[config.mk]
export PLATFORM = sky130hd
export DESIGN_NAME = gf180mcu_fd_sc_mcu9t5v0__arb4_rr
export DESIGN_NICKNAME = d
export VERILOG_FILES = /design/src/rtl/gf180mcu_fd_sc_mcu9t5v0__arb4_rr.sv
export SDC_FILE = /design/constraint.sdc
export NUM_CORES = 1
export LEC_CHECK = 0
export CAP_MARGIN = 20
export CORE_MARGIN = 4
export CORE_UTILIZATION = 40
export CTS_CLUSTER_DIAMETER = 30
export CTS_CLUSTER_SIZE = 25
export DETAILED_ROUTE_END_ITERATION = 8
export PLACE_DENSITY = 0.7
export SLEW_MARGIN = 20
export SYNTH_ARGS = -nofsm -noshare
export SYNTH_HDL_FRONTEND = slang
export SYNTH_SLANG_ARGS = --single-unit
[constraint.sdc]
create_clock -name CLK -period 1.3 [get_ports CLK]
set_input_delay 0.13 -clock CLK [delete_from_list [all_inputs] [get_ports CLK]]
set_output_delay 0.13 -clock CLK [all_outputs]
set_load 0.005 [all_outputs]
[src/rtl/gf180mcu_fd_sc_mcu9t5v0__arb4_rr.sv]
// gf180mcu_fd_sc_mcu9t5v0__arb4_rr
//   Four-requester round-robin arbiter with break-before-make sequencing.
//   One client at a time owns a shared wide-drive resource. Every change of
//   owner passes through one dead cycle with no grant asserted.
//
// Ports:
//   CLK     in   1  rising-edge clock
//   RN      in   1  asynchronous active-low reset
//   REQ     in   4  level request per client, held high while the client needs the resource
//   GNT     out  4  registered one-hot grant
//   GNT_ID  out  2  binary index of the current owner; holds its last value when GNT == 0
//   BUSY    out  1  high whenever the arbiter is not idle (GRANT or GAP)
//   TOUT    out  1  one-cycle pulse during the GAP that follows a forced release
//   VDD/VSS inout   power pins, present only when USE_POWER_PINS is defined
//
// Optional feature (macro GF180MCU_FD_SC_MCU9T5V0_ARB_TIMEOUT_EN):
//   Bounds each ownership to MAX_HOLD consecutive GRANT cycles using a CNT_W-bit
//   hold counter. Without the macro grants are unbounded and TOUT is tied 0.
`timescale 1ns/1ps

module gf180mcu_fd_sc_mcu9t5v0__arb4_rr #(
    parameter int MAX_HOLD = 15,
    parameter int CNT_W    = 4
) (
`ifdef USE_POWER_PINS
    inout  wire        VDD,
    inout  wire        VSS,
`endif
    input  logic       CLK,
    input  logic       RN,
    input  logic [3:0] REQ,
    output logic [3:0] GNT,
    output logic [1:0] GNT_ID,
    output logic       BUSY,
    output logic       TOUT
);

    // Reject a hold limit the counter cannot represent.
    if (MAX_HOLD < 2 || MAX_HOLD > (2 ** CNT_W) - 1) begin : g_bad_max_hold
        $error("MAX_HOLD must lie in 2..2**CNT_W-1");
    end

    localparam logic [1:0] ST_IDLE  = 2'd0;
    localparam logic [1:0] ST_GRANT = 2'd1;
    localparam logic [1:0] ST_GAP   = 2'd2;

    logic [1:0] state;
    logic [1:0] ptr;
    logic [2:0] win;        // {found, index}
    logic       force_rel;

    // Round-robin search starting at ptr_v. Scanning from the lowest priority
    // upwards lets the highest-priority hit overwrite earlier ones.
    function automatic logic [2:0] pick(input logic [1:0] ptr_v, input logic [3:0] req_v);
        logic [2:0] r;
        logic [1:0] idx;
        r = 3'b000;
        for (int k = 3; k >= 0; k--) begin
            idx = ptr_v + 2'(k);
            if (req_v[idx]) r = {1'b1, idx};
        end
        return r;
    endfunction

    assign win  = pick(ptr, REQ);
    assign BUSY = (state != ST_IDLE);

    always_ff @(posedge CLK or negedge RN) begin
        if (!RN) begin
            state  <= ST_IDLE;
            ptr    <= 2'd0;
            GNT    <= 4'b0000;
            GNT_ID <= 2'd0;
        end else begin
            case (state)
                // GAP arbitrates exactly like IDLE; the pointer has already
                // moved past the previous owner, so it has lowest priority.
                ST_IDLE, ST_GAP: begin
                    if (win[2]) begin
                        state  <= ST_GRANT;
                        GNT    <= 4'b0001 << win[1:0];
                        GNT_ID <= win[1:0];
                    end else begin
                        state  <= ST_IDLE;
                    end
                end
                ST_GRANT: begin
                    if (!REQ[GNT_ID] || force_rel) begin
                        state <= ST_GAP;
                        GNT   <= 4'b0000;
                        ptr   <= GNT_ID + 2'd1;
                    end
                end
                default: state <= ST_IDLE;
            endcase
        end
    end

`ifdef GF180MCU_FD_SC_MCU9T5V0_ARB_TIMEOUT_EN
    // hold_cnt is 0 in the first GRANT cycle, so the owner's MAX_HOLD-th
    // cycle is the one where it reads MAX_HOLD-1.
    localparam logic [CNT_W-1:0] HOLD_LAST = CNT_W'(MAX_HOLD - 1);

    logic [CNT_W-1:0] hold_cnt;

    // A request dropping on the limit edge is a normal release, not a timeout.
    assign force_rel = (state == ST_GRANT) && REQ[GNT_ID] && (hold_cnt == HOLD_LAST);

    always_ff @(posedge CLK or negedge RN) begin
        if (!RN) begin
            hold_cnt <= '0;
            TOUT     <= 1'b0;
        end else begin
            TOUT <= force_rel;
            if (state == ST_GRANT) hold_cnt <= hold_cnt + 1'b1;
            else                   hold_cnt <= '0;
        end
    end
`else
    assign force_rel = 1'b0;
    assign TOUT      = 1'b0;
`endif

endmodule

==> results_dict.tcl <==
set metrics [dict create \
    hp-class "in2async" \
    grt_overflow 0 \
    cts-root-buf "clkbuf_4" \
    worstSkewPairLatency_ns 0.26 \
    fp.dieH_um 44.6 \
    cp.arrival_ns 1.63 \
    stdcell_area_um2 759 \
    die-area_mm2 0.00199 \
    violations "setup timing" \
    maxCapViolCount 0 \
    synth_area_per_cell_um2 10.7 \
    firstDrtPassIters 3 \
    vdd_drop_max_v 0.00108 \
    cts_tree "done" \
    grt_pass1_vias 449 \
    cts_sinks 10 \
    cts_buffer_depth 2 \
    critPathCaptureType "register" \
    crit_path_max_incr_delay_ns 0.40 \
    core_mm2 0.00119 \
    fin_cells 87 \
    antenna_found_initial 0 \
    total_leakage_power_nw 0.337 \
    gp_congestion 0.775 \
    nets 81 \
    cp_max_fo 3 \
    dp_cells 83 \
    finalHoldViolCount 0 \
    clock.fmax_ghz 0.677 \
    clkTransAtPathRegs_ns 0.06 \
    postLayoutCoreUtil_pct 64.0 \
    area_growth_pct 41.5 \
    dieWidth_um 44.6 \
    synth_cell_types 25 \
    cts_made_buffers 3 \
    synth-seq-area-share_pct 46.6 \
    layout_setup_ws_ns -0.178 \
    ff2ff_path_depth 4 \
    start_kind "register" \
    min_period_over_period_pct 114 \
    diodes 0 \
    synth_cells 50 \
    wirelength_mm 1.27 \
    finalSetupViolations 7 \
    crit_chain "mux2i_1 -> and2_4 -> or3_4 -> o32ai_1" \
    synth_warnings 0 \
    wire_per_inst_um 14.6 \
    std_cell_rows 12 \
    drive_gt1_share_pct 30.1 \
    cts_hold_buffers 0 \
    via_per_inst 5.45 \
    num_io_pins 14 \
    syn_nets 56 \
    ant_nets 0 \
    crit_buf_inv 0 \
    total_power_w 0.00168 \
    placed_cell_area_um2 726 \
    ys_ff_latch 10 \
    crit_type "reg2reg" \
    final_cell_mix "10 x dfrtp_1, 10 x clkdlybuf4s50_1, 10 x buf_4, 8 x nand2_1" \
    status "finished, violations left" \
    grt_use_total_pct 15.1 \
    drt_iter0_drc 10 \
    vias 474 \
    rsz0062_at_grt "yes" \
    cts_htree_levels 1 \
    io_buffers 12 \
    slowest_stage "dfrtp_1" \
    maxSlewViolCount 0 \
    finClkSkew_ns 0.00513 \
    grt_pass1_wl_mm 2.07 \
    timing.hold.ws_ns 0.182 \
    critical_path_depth 4 \
    drc_errors 0 \
    cp.required_ns 1.45 \
    finalCriticalPeriod_ns 1.48 \
    crit_family "simple AND/OR/NAND/NOR gates" \
    netlist_area_um2 537 \
    initial_utilization_pct 45.3 \
    hpwl_um 979 \
    powerDensity_mw_per_mm2 2210 \
    grt_max_degree 14 \
]
==> flip-flops by register name, summed over array words and instances, names as in the netlist <==
register	count
GNT	4
GNT_ID	2
ptr	2
state	2
==> power by group <==
| group | switching (W) | internal (W) | leakage, nW |
|---|---|---|---|
| Combinational | 0.000428 | 0.000525 | 0.199 |
| Sequential | 0.0000826 | 0.000444 | 0.124 |
| Clock | 0.0000945 | 0.000106 | 0.0138 |
==> metal layers <==
layer / wire (um) / global-route usage, % / vias up
li1: - / - / 227
met1: 559 / 20.0 / 230
met2: 617 / 21.5 / 12
met3: 64 / 4.07 / 5
met4: 31 / 9.04 / 0
met5: 0 / 0 / -
==> area by class of cell <==
class | instances | area (um2)
fill | 105 | 427
inverter | 2 | 7.51
timing repair buffer | 23 | 200
multi-input combinational | 35 | 262
clock buffer | 3 | 22.5
tap | 14 | 17.5
sequential | 10 | 250
==> metrics by stage <==
| stage | TNS (ns) | setup slack [ns] |
|---|---|---|
| global route | -1.61 | -0.272 |
| detailed placement | -3.01 | -0.394 |
| finish | -0.997 | -0.178 |
| floorplan | -1.13 | -0.193 |
| global placement | -2.94 | -0.384 |
| CTS | -1.29 | -0.218 |
==> Yosys cell counts (all sizes together) <==
cell	count	share of area, %
dfrtp	10	47
nand2	8	5.6
a21oi	4	3.7
o32ai	4	6.5
buf	3	4.4
inv	2	1.4
mux2i	2	3.7
nor3	2	4.0
o21ai	2	1.9
and2	1	1.6
conb	1	0.70
mux4	1	4.2
nand3b	1	1.4
nor2	1	0.70
nor3b	1	1.4
o21a	1	1.4
o22a	1	1.6
o22ai	1	1.2
o41ai	1	3.0
or2	1	1.2
or3	1	2.1
xnor2	1	1.6
==> what timing repair did <==
item,CTS,global route
pin swaps,1,1
resized for setup,4,2
endpoints found under the hold margin,0,0
gates cloned,0,0
setup buffers,1,0
endpoints found under the setup margin,10,11
==> worst paths after layout <==
check	startpoint	to	slack (ns)
setup reg to reg	ptr[1]	GNT[3]	-0.18
setup / recovery	ptr[1]	GNT[3]	-0.18
hold / removal	RN	ptr[0]	0.18
hold reg to reg	GNT[2]	GNT[2]	0.54
min in group CLK	GNT[2]	GNT[2]	0.54
max in group asynchronous	RN	state[0]	0.80
==> cell families (layout without fill, tap and decap cells) <==
logic type             Yosys count  in the layout  share of synthesized area (%)
AND/OR/NAND/NOR                 16             16                           18.0
AO/OA/AOI/OAI                   14             14                           19.3
flip-flops                      10             10                           46.6
buffers and inverters            5             28                           5.83
multiplexers                     3              3                           7.93
other                            1              1                          0.699
XOR/XNOR                         1              1                           1.63
Note: power is estimated with default switching activity, not from simulation.
